===== src/rtl/rf_pkg.sv =====
// rtl/rf_pkg.sv - shared types and constants for the register-file write-back slice
package rf_pkg;

  localparam int RF_XLEN  = 64;
  localparam int RF_NREG  = 32;
  localparam int RF_IDX_W = 5;

  typedef logic [RF_IDX_W-1:0] rf_idx_t;

  typedef enum logic {
    REQ_ALU = 1'b0,
    REQ_LSU = 1'b1
  } req_e;

  typedef struct packed {
    logic               valid;
    rf_idx_t            rd;
    logic [RF_XLEN-1:0] data;
  } wb_req_t;

endpackage


===== src/rtl/rr_arb2.sv =====
// rtl/rr_arb2.sv - two-requester round-robin arbiter with a priority pointer
//
// Ports:
//   clk, rst           clock, synchronous active-high reset
//   req_alu, req_lsu   requests
//   gnt_alu, gnt_lsu   same-cycle grants (at most one high, never without its request)
module rr_arb2
  import rf_pkg::*;
#(
  parameter bit LSU_FIRST = 1'b0
) (
  input  logic clk,
  input  logic rst,
  input  logic req_alu,
  input  logic req_lsu,
  output logic gnt_alu,
  output logic gnt_lsu
);

  req_e ptr;
  req_e ptr_next;

  always_comb begin
    gnt_alu  = req_alu & (~req_lsu | (ptr == REQ_ALU));
    gnt_lsu  = req_lsu & (~req_alu | (ptr == REQ_LSU));
    ptr_next = ptr;
    // Only a contested grant moves the pointer, and it moves to the loser.
    if (req_alu && req_lsu) begin
      ptr_next = (ptr == REQ_ALU) ? REQ_LSU : REQ_ALU;
    end
  end

  always_ff @(posedge clk) begin
    if (rst) begin
      ptr <= LSU_FIRST ? REQ_LSU : REQ_ALU;
    end else begin
      ptr <= ptr_next;
    end
  end

endmodule


===== src/rtl/rf_wb_ctrl.sv =====
// rtl/rf_wb_ctrl.sv - write-back arbiter, RF write port driver and pending-write scoreboard
//
// Ports:
//   clk, rst                      clock, synchronous active-high reset
//   alu_valid/ready/rd/data       ALU write-back request
//   lsu_valid/ready/rd/data       LSU write-back request
//   issue_valid/ready/rd          decode reserving a destination register
//   rs1, rs2, rs1_busy, rs2_busy  decode source hazard lookup
//   reg_w_EN, rw, rw_data         registered RF write port
//   wb_err                        sticky: write-back to a register that was not pending
module rf_wb_ctrl
  import rf_pkg::*;
#(
  parameter int XLEN      = RF_XLEN,
  parameter int NREG      = RF_NREG,
  parameter bit LSU_FIRST = 1'b0
) (
  input  logic            clk,
  input  logic            rst,
  input  logic            alu_valid,
  output logic            alu_ready,
  input  logic [4:0]      alu_rd,
  input  logic [XLEN-1:0] alu_data,
  input  logic            lsu_valid,
  output logic            lsu_ready,
  input  logic [4:0]      lsu_rd,
  input  logic [XLEN-1:0] lsu_data,
  input  logic            issue_valid,
  output logic            issue_ready,
  input  logic [4:0]      issue_rd,
  input  logic [4:0]      rs1,
  input  logic [4:0]      rs2,
  output logic            rs1_busy,
  output logic            rs2_busy,
  output logic            reg_w_EN,
  output logic [4:0]      rw,
  output logic [XLEN-1:0] rw_data,
  output logic            wb_err
);

  logic [NREG-1:0] busy;
  logic [NREG-1:0] busy_next;

  logic            wb_fire;
  logic            wb_write;
  rf_idx_t         wb_rd;
  logic [XLEN-1:0] wb_data;
  logic            issue_fire;

  rr_arb2 #(
    .LSU_FIRST(LSU_FIRST)
  ) u_arb (
    .clk     (clk),
    .rst     (rst),
    .req_alu (alu_valid),
    .req_lsu (lsu_valid),
    .gnt_alu (alu_ready),
    .gnt_lsu (lsu_ready)
  );

  always_comb begin
    wb_fire     = (alu_valid & alu_ready) | (lsu_valid & lsu_ready);
    wb_rd       = alu_ready ? alu_rd : lsu_rd;
    wb_data     = alu_ready ? alu_data : lsu_data;
    // x0 is accepted so the requester drains, but never written or tracked.
    wb_write    = wb_fire & (wb_rd != '0);

    issue_ready = (issue_rd == '0) | ~busy[issue_rd];
    issue_fire  = issue_valid & issue_ready;

    rs1_busy    = (rs1 != '0) & busy[rs1];
    rs2_busy    = (rs2 != '0) & busy[rs2];

    // Clear happens when the write-back is accepted, not when the RF is written.
    busy_next = busy;
    if (wb_write) begin
      busy_next[wb_rd] = 1'b0;
    end
    if (issue_fire && (issue_rd != '0)) begin
      busy_next[issue_rd] = 1'b1;
    end
    busy_next[0] = 1'b0;
  end

  always_ff @(posedge clk) begin
    if (rst) begin
      busy     <= '0;
      reg_w_EN <= 1'b0;
      rw       <= '0;
      rw_data  <= '0;
      wb_err   <= 1'b0;
    end else begin
      busy     <= busy_next;
      reg_w_EN <= wb_write;
      if (wb_write) begin
        rw      <= wb_rd;
        rw_data <= wb_data;
      end
      if (wb_write && !busy[wb_rd]) begin
        wb_err <= 1'b1;
      end
    end
  end

endmodule


===== config.mk =====
export PLATFORM = sky130hd
export DESIGN_NAME = rf_wb_ctrl
export DESIGN_NICKNAME = d
export VERILOG_FILES = /design/src/rtl/rf_pkg.sv /design/src/rtl/rr_arb2.sv /design/src/rtl/rf_wb_ctrl.sv
export SDC_FILE = /design/constraint.sdc
export NUM_CORES = 1
export LEC_CHECK = 0
export CAP_MARGIN = 20
export CORE_MARGIN = 3
export CORE_UTILIZATION = 35
export CTS_CLUSTER_SIZE = 30
export DETAILED_ROUTE_END_ITERATION = 10
export GPL_TIMING_DRIVEN = 1
export PLACE_DENSITY = 0.67
export SLEW_MARGIN = 10
export SYNTH_ARGS = -nofsm -noshare
export SYNTH_HDL_FRONTEND = slang
export SYNTH_SLANG_ARGS = --single-unit
export TNS_END_PERCENT = 30

===== constraint.sdc =====
create_clock -name clk -period 9.2 [get_ports clk]
set_input_delay 2.76 -clock clk [delete_from_list [all_inputs] [get_ports clk]]
set_output_delay 2.76 -clock clk [all_outputs]
set_load 0.01 [all_outputs]

==> run_results.csv <==
group,metric,value,unit
status,outcome,"finished, final reports clean",
synthesis,yosysWarnings,0,
clocking,cts.clk_slew.worst_paths,70,ps
timing,period_share,91.0,%
place,postPlaceCellArea,8140,sq um
power,netSwitchingFraction,28.0,%
critical_path,required,6440,ps
timing,rsz0062_at_grt,"no",
drt,routed_wl,21.3,mm
synthesis,yosys.area_share.simple,24.3,%
layout,nets,1050,
timing,setup_slack,832,ps
critical_path,r2r_start,"u_arb.ptr",
layout,final_common_cell,"clkdlybuf4s50_1",
drt,ant_nets,0,
power,p_per_area,140,nW/um^2
power,clkPwrFrac,33.7,%
synthesis,ys_seq_elements,103,
global_route,track_usage,23.0,%
timing,fmax,0.120,GHz
timing,tightest_slew,969,ps
synthesis,syn-cell-area,5720,sq um
critical_path,timing.rr.end,"wb_err",
floorplanning,start_util,35.9,%
layout,layoutNonFillerInstCount,1113,
synthesis,synth_cells,699,
floorplanning,core,15900,sq um
drt,drc,0,
place,pre_cts_ws,837,ps
critical_path,reg2reg_setup_slack,6040,ps
global_route,grt_pass1_wl,32.1,mm
place,gp_congestion,0.952,
critical_path,critPathArrivalTime,5610,ps
floorplanning,fp.dieH,134,um
layout,nFillCells,1504,
min_path,worstHoldStart,"rw[1]",
place,portBuffers,233,
floorplanning,fp.dieW,134,um
critical_path,path_class,"in -> out",
floorplanning,dieArea,17900,sq um
floorplanning,io_pins,234,
min_path,min_path_type,"reg -> reg",
drt,avgRoutedWirePerCell,19.1,um
timing,max_slew_margin,35.4,%
synthesis,synthFlopType,"dfxtp_1",
timing,setup_tns,0,ps
synthesis,yosysSeqAreaShare,36.0,%
global_route,grt_max_degree,89,
synthesis,synth.distinct_cells,56,
drt,drtIter0Drc,481,
timing,slew_viol_final,0,
power,seqPwrFrac,42.0,%
layout,multi_input_area,3420,sq um
clocking,post_cts_buffers,0,
drt,avgViaCountPerCell,5.50,
power,irDropWorstVdd,0.107,mV
critical_path,worstPathMaxFanout,13,
critical_path,crit_path_end_kind,"primary output",
layout,layout_common_cells,"clkdlybuf4s50_1 (232), nand2_1 (182), dfxtp_1 (103), nor2_1 (78), a311oi_1 (65)",
timing,setup_viol,0,
clocking,cts-resized-gates,0,
clocking,cts.sink_count,103,
drt,dr.pass1.iters,5,
clocking,cts.htree.levels,3,
clocking,clkLatencyLatePin,350,ps
power,combPwrFrac,24.4,%
clocking,cts_tree,"done",
global_route,antenna_found_initial,0,
layout,design_area,8440,sq um
synthesis,synthMuxAreaShare,14.0,%
clocking,cts_root_buf,"clkbuf_16",
floorplanning,rows,46,
clocking,cts-hold-fix-buffers,0,
synthesis,avgSynthCellArea,8.19,sq um
timing,clock_skew,6.43,ps
place,dp_cells,1097,
drt,vias,6118,
synthesis,async_flop_share,0,%
global_route,grt_pass1_vias,5643,
min_path,min_delay_worst_endpoint,"rw[1]",
layout,area_delta_synth_final,47.5,%
clocking,clockBufferDepth,2,
power,p_total,1.18,mW
power,static-leakage-power,3.06,nW
layout,antennaDiodeCount,0,
min_path,holdPathStages,2,
synthesis,yosys.area_share.xor_xnor,0.153,%
layout,seq_area,2060,sq um
place,dp_hpwl,15.3,mm
synthesis,syn_nets,857,
clocking,cts_buffers,9,
synthesis,synth-compound-area-share,21.1,%
critical_path,r2r_cells,8,
power,switching_power,0.331,mW
timing,post-route-min-period,8370,ps
timing,finalHoldViolCount,0,
global_route,grt_overflow,0,
synthesis,synth_top_family_by_area,"simple AND/OR/NAND/NOR gates",
synthesis,synth_edf_count,0,
run,cap_violations,0,
layout,layout-drive-gt1-share,6.91,%
critical_path,crit_path_start,"issue_rd[0]",
synthesis,synthAdderAreaFrac,0,%
critical_path,critPathLaunchType,"input port",
power,internal_power,0.848,mW
critical path, cell delays in order:
cell             delay, ps
clkdlybuf4s50_1        540
buf_4                  260
mux4_2                 520
a22o_1                 240
a221o_2                400
a211oi_1               290
clkdlybuf4s50_1        590
flip-flops by register name, indices dropped and copies added (netlist names):
| register | count |
|---|---|
| wb_err | 1 |
| busy | 31 |
| u_arb.ptr | 1 |
| rw | 5 |
| rw_data | 64 |
| reg_w_EN | 1 |
worst max-delay path by stage:
stage                             end  slack, ps
after global placement    issue_ready        840
after detailed placement  issue_ready        840
after floorplan              rs1_busy       1970
after CTS                 issue_ready        830
final                     issue_ready        830
after global routing      issue_ready        740
synthesized netlist by cell type (2+ instances only):
cell type	count	area, sq um
a211oi_1	11	82.6
nor2b_1	9	56.3
nor3b_2	4	50.1
nand2_1	182	683
o22ai_1	2	12.5
buf_1	7	26.3
buf_2	7	35.0
o21ai_1	31	155
nand3_1	7	35.0
mux2_1	3	33.8
and3_1	5	31.3
mux4_2	25	563
nand2b_1	4	25.0
nor4bb_1	2	20.0
nand4_1	2	12.5
o21ai_0	5	25.0
dfxtp_1	103	2060
nor3b_1	2	15.0
a31oi_1	5	31.3
o31a_1	2	17.5
buf_4	2	15.0
nor4_4	2	42.5
nor2_1	78	293
a21oi_1	37	185
a22o_1	2	17.5
inv_1	3	11.3
a311oi_1	65	569
a22oi_1	2	15.0
mux2_2	3	33.8
clkbuf_1	39	146
nor3_1	9	45.0
mux2i_1	15	150
power groups by stage:
stage / clock (mW) / sequential [mW] / combinational, mW
finish: 0.397 / 0.495 / 0.287
global route: 0.419 / 0.499 / 0.310
CTS: 0.404 / 0.495 / 0.289
detailed placement: 0 / 0.505 / 0.287
global placement: 0 / 0.504 / 0.288
floorplan: 0 / 0.514 / 0.116
kinds of logic after synthesis:
logic type / after synthesis
buffers and inverters: 60
AO/OA/AOI/OAI: 172
multiplexers: 47
AND/OR/NAND/NOR: 316
XOR/XNOR: 1
flip-flops: 103
metal layers:
metal | vias to the layer above | GRT usage, % | share of wire, %
li1 | 2929 | - | -
met1 | 2887 | 30.6 | 41
met2 | 269 | 36.0 | 48
met3 | 33 | 7.16 | 9.1
met4 | 0 | 6.91 | 2.1
met5 | - | 0 | 0
final cells by class:
class / instances / area share [%]
Clock buffer: 12 / 2.92
Inverter: 4 / 0.208
Multi-Input combinational cell: 536 / 40.5
Tap cell: 216 / 3.20
Sequential cell: 103 / 24.4
Clock inverter: 4 / 0.652
Timing Repair Buffer: 238 / 28.1
through the flow:
step,hold WS (ps),util (%)
global route,518,52.9
finish,464,52.9
CTS,472,52.9
detailed placement,459,51.0
floorplan,481,-
global placement,451,51.0
Note: power is estimated with default switching activity, not from simulation.
